[src/rtl/led_pkg.sv]
// rtl/led_pkg.sv - shared states, word size and default timing for the WS2812 driver
package led_pkg;

  typedef enum logic [1:0] {
    IDLE  = 2'd0,
    HIGH  = 2'd1,
    LOW   = 2'd2,
    LATCH = 2'd3
  } led_state_e;

  localparam int WORD_BITS   = 24;
  localparam int T0H_DEFAULT = 19;
  localparam int T1H_DEFAULT = 38;
  localparam int BIT_DEFAULT = 60;
  localparam int RST_DEFAULT = 14400;

  function automatic int max4(input int a, input int b, input int c, input int d);
    int m;
    m = a;
    if (b > m) m = b;
    if (c > m) m = c;
    if (d > m) m = d;
    return m;
  endfunction

endpackage

[src/rtl/ws2812_led_driver_if.sv]
// rtl/ws2812_led_driver_if.sv - colour load request and serial line bundle
interface ws2812_led_driver_if;
  import led_pkg::*;

  logic [WORD_BITS-1:0] rgb;
  logic                 load;
  logic                 to_light;
  logic                 done;

  modport master (output rgb, output load, input to_light, input done);
  modport slave  (input rgb, input load, output to_light, output done);

endinterface

[src/rtl/led_bit_timer.sv]
// rtl/led_bit_timer.sv - loadable down-counter; tc flags the final cycle of a timed phase
module led_bit_timer #(
  parameter int CW = 8
) (
  input  logic          clk,
  input  logic          rst,
  input  logic          load,
  input  logic [CW-1:0] load_val,
  output logic          tc
);

  logic [CW-1:0] cnt_q, cnt_d;

  always_comb begin
    cnt_d = cnt_q;
    if (load) begin
      cnt_d = load_val;
    end else if (cnt_q != '0) begin
      cnt_d = cnt_q - CW'(1);
    end
  end

  always_ff @(posedge clk) begin
    if (rst) cnt_q <= '0;
    else     cnt_q <= cnt_d;
  end

  assign tc = (cnt_q == '0);

endmodule

[src/rtl/ws2812_led_driver.sv]
// rtl/ws2812_led_driver.sv - serialises 24-bit colour words as WS2812 pulse-width bits
module ws2812_led_driver
  import led_pkg::*;
#(
  parameter int T0H_CYC = T0H_DEFAULT,
  parameter int T1H_CYC = T1H_DEFAULT,
  parameter int BIT_CYC = BIT_DEFAULT,
  parameter int RST_CYC = RST_DEFAULT
) (
  input  logic                clk,
  input  logic                rst,
  ws2812_led_driver_if.slave  led
);

  localparam int MAXP = max4(T0H_CYC, T1H_CYC, BIT_CYC, RST_CYC);
  localparam int CW   = ($clog2(MAXP) > 0) ? $clog2(MAXP) : 1;

  led_state_e           state_q, state_d;
  logic [WORD_BITS-1:0] shreg_q, shreg_d;
  logic [4:0]           bit_cnt_q, bit_cnt_d;
  logic                 word_end_q, word_end_d;
  logic                 to_light_q, to_light_d;
  logic                 done_q, done_d;

  logic                 tmr_load;
  logic [CW-1:0]        tmr_val;
  logic                 tmr_tc;

  // Timer is loaded with (length - 1) so tc marks the last cycle of each phase.
  function automatic logic [CW-1:0] high_len(input logic b);
    return b ? CW'(T1H_CYC - 1) : CW'(T0H_CYC - 1);
  endfunction

  function automatic logic [CW-1:0] low_len(input logic b);
    return b ? CW'(BIT_CYC - T1H_CYC - 1) : CW'(BIT_CYC - T0H_CYC - 1);
  endfunction

  led_bit_timer #(.CW(CW)) u_timer (
    .clk      (clk),
    .rst      (rst),
    .load     (tmr_load),
    .load_val (tmr_val),
    .tc       (tmr_tc)
  );

  always_comb begin
    state_d    = state_q;
    shreg_d    = shreg_q;
    bit_cnt_d  = bit_cnt_q;
    word_end_d = 1'b0;
    tmr_load   = 1'b0;
    tmr_val    = '0;

    unique case (state_q)
      IDLE: begin
        if (led.load) begin
          shreg_d   = led.rgb;
          bit_cnt_d = '0;
          tmr_load  = 1'b1;
          tmr_val   = high_len(led.rgb[WORD_BITS-1]);
          state_d   = HIGH;
        end
      end
      HIGH: begin
        if (tmr_tc) begin
          tmr_load = 1'b1;
          tmr_val  = low_len(shreg_q[WORD_BITS-1]);
          state_d  = LOW;
        end
      end
      LOW: begin
        if (tmr_tc) begin
          shreg_d = shreg_q << 1;
          if (bit_cnt_q == 5'(WORD_BITS - 1)) begin
            word_end_d = 1'b1;
            bit_cnt_d  = '0;
            tmr_load   = 1'b1;
            if (led.load) begin
              shreg_d = led.rgb;
              tmr_val = high_len(led.rgb[WORD_BITS-1]);
              state_d = HIGH;
            end else begin
              tmr_val = CW'(RST_CYC - 1);
              state_d = LATCH;
            end
          end else begin
            bit_cnt_d = bit_cnt_q + 5'd1;
            tmr_load  = 1'b1;
            tmr_val   = high_len(shreg_q[WORD_BITS-2]);
            state_d   = HIGH;
          end
        end
      end
      LATCH: begin
        if (tmr_tc) state_d = IDLE;
      end
      default: state_d = IDLE;
    endcase
  end

  // Outputs trail the state by one register so the pin is glitch-free.
  always_comb begin
    to_light_d = (state_q == HIGH);
    done_d     = word_end_q;
  end

  always_ff @(posedge clk) begin
    if (rst) begin
      state_q    <= IDLE;
      shreg_q    <= '0;
      bit_cnt_q  <= '0;
      word_end_q <= 1'b0;
      to_light_q <= 1'b0;
      done_q     <= 1'b0;
    end else begin
      state_q    <= state_d;
      shreg_q    <= shreg_d;
      bit_cnt_q  <= bit_cnt_d;
      word_end_q <= word_end_d;
      to_light_q <= to_light_d;
      done_q     <= done_d;
    end
  end

  assign led.to_light = to_light_q;
  assign led.done     = done_q;

endmodule

[src/flat_wrapper.sv]
// flat-port wrapper written by rule: the top's interface ports become plain ports
module ws2812_led_driver_flat import led_pkg::*;
#(
  parameter int T0H_CYC = T0H_DEFAULT,
  parameter int T1H_CYC = T1H_DEFAULT,
  parameter int BIT_CYC = BIT_DEFAULT,
  parameter int RST_CYC = RST_DEFAULT
)
  (clk, rst, led_rgb, led_load, led_to_light, led_done);
  ws2812_led_driver_if led_i ();
  input  logic clk;
  input  logic rst;
  input wire logic [$bits(led_i.rgb)-1:0] led_rgb;
  input wire logic [$bits(led_i.load)-1:0] led_load;
  output wire logic [$bits(led_i.to_light)-1:0] led_to_light;
  output wire logic [$bits(led_i.done)-1:0] led_done;
  assign led_i.rgb = led_rgb;
  assign led_i.load = led_load;
  assign led_to_light = led_i.to_light;
  assign led_done = led_i.done;
  ws2812_led_driver #(.T0H_CYC(T0H_CYC), .T1H_CYC(T1H_CYC), .BIT_CYC(BIT_CYC), .RST_CYC(RST_CYC)) u_core (.clk(clk), .rst(rst), .led(led_i));
endmodule
[config.mk]
export PLATFORM = sky130hd
export DESIGN_NAME = ws2812_led_driver_flat
export DESIGN_NICKNAME = d
export VERILOG_FILES = /design/src/rtl/led_pkg.sv /design/src/rtl/ws2812_led_driver_if.sv /design/src/rtl/led_bit_timer.sv /design/src/rtl/ws2812_led_driver.sv /design/src/flat_wrapper.sv
export SDC_FILE = /design/constraint.sdc
export NUM_CORES = 1
export LEC_CHECK = 0
export ABC_AREA = 1
export BUFFER_PORTS_ARGS = -buffer_cell sky130_fd_sc_hd__buf_2
export CORE_AREA = 4 4 78 109
export DETAILED_ROUTE_END_ITERATION = 10
export DIE_AREA = 0 0 82 113
export SLEW_MARGIN = 20
export SYNTH_ARGS = -nofsm -noshare
export SYNTH_HDL_FRONTEND = slang
export SYNTH_SLANG_ARGS = --single-unit
export TNS_END_PERCENT = 1
[constraint.sdc]
create_clock -name clk -period 3.6 [get_ports clk]
set_input_delay 0.18 -clock clk [delete_from_list [all_inputs] [get_ports clk]]
set_output_delay 0.18 -clock clk [all_outputs]
set_load 0.01 [all_outputs]
==> metrics.yaml <==
timing:
  rsz0062_at_grt: "false"
  setup_viol: 0
  layout_min_cycle_time_ns: 2.48
  clock_skew_ns: 0.0116
  worst_slew_margin_rel_pct: 33.6
  period_share_pct: 69.0
  fmax_mhz: 403
  worst_hold_slack_ns: 0.226
  worst_pin_slew_ns: 0.995
  finalWorstSetupSlack_ns: 1.12
  drv_slew: 0
  tns_ns: 0
  finalHoldViolCount: 0
setup_path:
  crit_type: "flip-flop to flip-flop"
  end_kind: "flip-flop"
  crit_required_ns: 3.79
  timing.rr.end: "u_core.shreg_q[18]"
  startpoint_type: "flip-flop"
  path_max_fanout: 23
  r2r-start: "u_core.bit_cnt_q[0]"
  startpoint: "u_core.bit_cnt_q[0]"
  reg2reg_depth: 10
  arrival_ns: 2.67
  rrSetupSlack_ns: 1.12
min_path:
  holdPathStages: 2
  hp-class: "primary input to flip-flop"
  min_to: "u_core.led.to_light"
  hp-start: "rst"
pwr:
  leakagePower_nw: 1.55
  power_mw: 2.75
  peakVddDrop_mv: 0.274
  power_density_nw_per_um2: 897
yosys:
  yosysWarnings: 0
  async_reset_ff_share_pct: 0
  netlist_area_um2: 2800
  post_synth.cell_area_avg_um2: 6.35
  ys_types: 31
  yosysSeqAreaShare_pct: 34.3
  synth_nets: 477
  dominantRegCellSynth: "dfxtp_1"
  synthCells: 441
  synth_edf_count: 0
  synth-seq-cells: 48
drt:
  ant_nets: 0
  dr.pass1.iters: 4
  drtIter0Drc: 108
  route.detailed.drc: 0
  wirelength_mm: 6.63
  vias: 2681
  wl_per_cell_um: 11.8
  vias_per_cell: 4.78
layout:
  stdcell_count: 561
  final_common_cell: "nand2_1"
  layout-drive-gt1-share_pct: 11.5
  final_cell_mix: "114 x nand2_1, 77 x nor2_1, 52 x nand3_1"
  antenna_cells: 0
  layout.nets: 496
  synthToLayoutAreaGrowth_pct: 9.47
clock_tree:
  cts_tree: "yes"
  cts_buffers: 5
  cts_buffer_depth: 2
  ctsHoldBuffers: 0
  cts_resized: 0
  clock_latency_ns: 0.30
  path_clk_slew_ns: 0.10
  postCtsSetupBuffers: 0
  ctsRootBufferMaster: "clkbuf_8"
  cts_max_level: 2
  cts.sinks: 48
global_routing:
  grtUsageMet1_pct: 18.4
  grt_pass1_wl_mm: 11.4
  antenna_found_initial: 0
  overflow: 0
  grt-busiest-layer: "met2"
  grt_max_degree: 35
  use_met3_pct: 2.79
  grtUsageTotal_pct: 15.5
  grt_pass1_vias: 2530
  met2_usage_pct: 27.8
floorplan:
  die_x_um: 82
  die-area_um2: 9270
  rows: 38
  core_area_um2: 7610
  io_pins: 29
  chipHeight_um: 113
  initial_utilization_pct: 36.8
placement:
  pre_cts_ws_ns: 1.12
  place_congestion: 0.859
  dp_cells: 553
  dp_hpwl_mm: 4.77
  numPortBuffers: 28
flow_run:
  max-cap-violations: 0
status:
  status: "finished clean"
==> how the worst max path moves through the flow <==
stage,to,slack [ns],cells past startpoint
3_3_place_gp,u_core.shreg_q[1],1.12,10
6_report,u_core.shreg_q[18],1.12,10
4_1_cts,u_core.shreg_q[5],1.08,10
3_5_place_dp,u_core.shreg_q[5],1.12,10
5_1_grt,u_core.shreg_q[18],0.79,10
2_1_floorplan,u_core.shreg_q[1],1.97,10
==> cell families after synthesis <==
logic type | after synthesis | share of synthesized area (%)
flip-flops | 48 | 34.3
AND/OR/NAND/NOR | 266 | 40.2
XOR/XNOR | 8 | 2.50
AO/OA/AOI/OAI | 47 | 9.25
buffers and inverters | 63 | 9.78
adder cells (fa/ha/maj) | 9 | 4.02
==> cell usage after synthesis (2+ instances only) <==
cell type / instances / area (um2)
a21oi_1: 10 / 50.1
buf_2: 5 / 25.0
buf_4: 2 / 15.0
buf_6: 3 / 33.8
clkbuf_1: 7 / 26.3
dfxtp_1: 48 / 961
ha_1: 9 / 113
inv_1: 43 / 161
inv_2: 2 / 7.51
nand2_1: 114 / 428
nand2_2: 4 / 25.0
nand3_1: 52 / 260
nand3_2: 2 / 20.0
nor2_1: 77 / 289
nor2_2: 3 / 18.8
nor3_1: 8 / 40.0
nor4_1: 2 / 12.5
o21ai_0: 22 / 110
o21ai_1: 10 / 50.1
xor2_1: 7 / 61.3
==> sequential cells by signal (all words and copies together), names as in the netlist <==
name                  flops
u_core.shreg_q           24
u_core.u_timer.cnt_q     14
u_core.bit_cnt_q          5
u_core.state_q            2
u_core.done_d             1
u_core.led.done           1
u_core.led.to_light       1
==> worst max-delay path, cell delays in order, from the launching register on <==
cell	delay [ns]
dfxtp_1	0.39
ha_1	0.18
nand2_1	0.08
inv_2	0.10
nand2_1	0.15
nand2_2	0.38
nand2_1	0.58
nand2_1	0.20
nand2_1	0.06
o21ai_0	0.20
nor2_1	0.06
==> through the flow <==
stage	util (%)	instance area [um2]
after floorplan	-	2800
after global placement	39.1	2970
after detailed placement	39.1	2970
after CTS	40.3	3070
after global routing	40.3	3070
final	40.3	3070
==> where the power goes <==
part,internal (mW),switching [mW],total (mW)
Sequential,0.751,0.129,0.880
Combinational,0.516,1.02,1.53
Clock,0.154,0.183,0.337
Total,1.42,1.33,2.75
==> layout make-up <==
cell class	instances	area [um2]
inverters	46	174
fillers	835	4540
flip-flops and latches	48	961
clock inverters	2	10.0
well taps	100	125
repair buffers	29	148
multi-input cells	330	1570
clock buffers	6	82.6
==> per-layer routing <==
metal | vias to the layer above | part of all wire (%)
met4 | 0 | 0.94
met3 | 4 | 2.2
met5 | - | 0
li1 | 1430 | -
met2 | 37 | 52
met1 | 1210 | 45
Note: power is estimated with default switching activity, not from simulation.
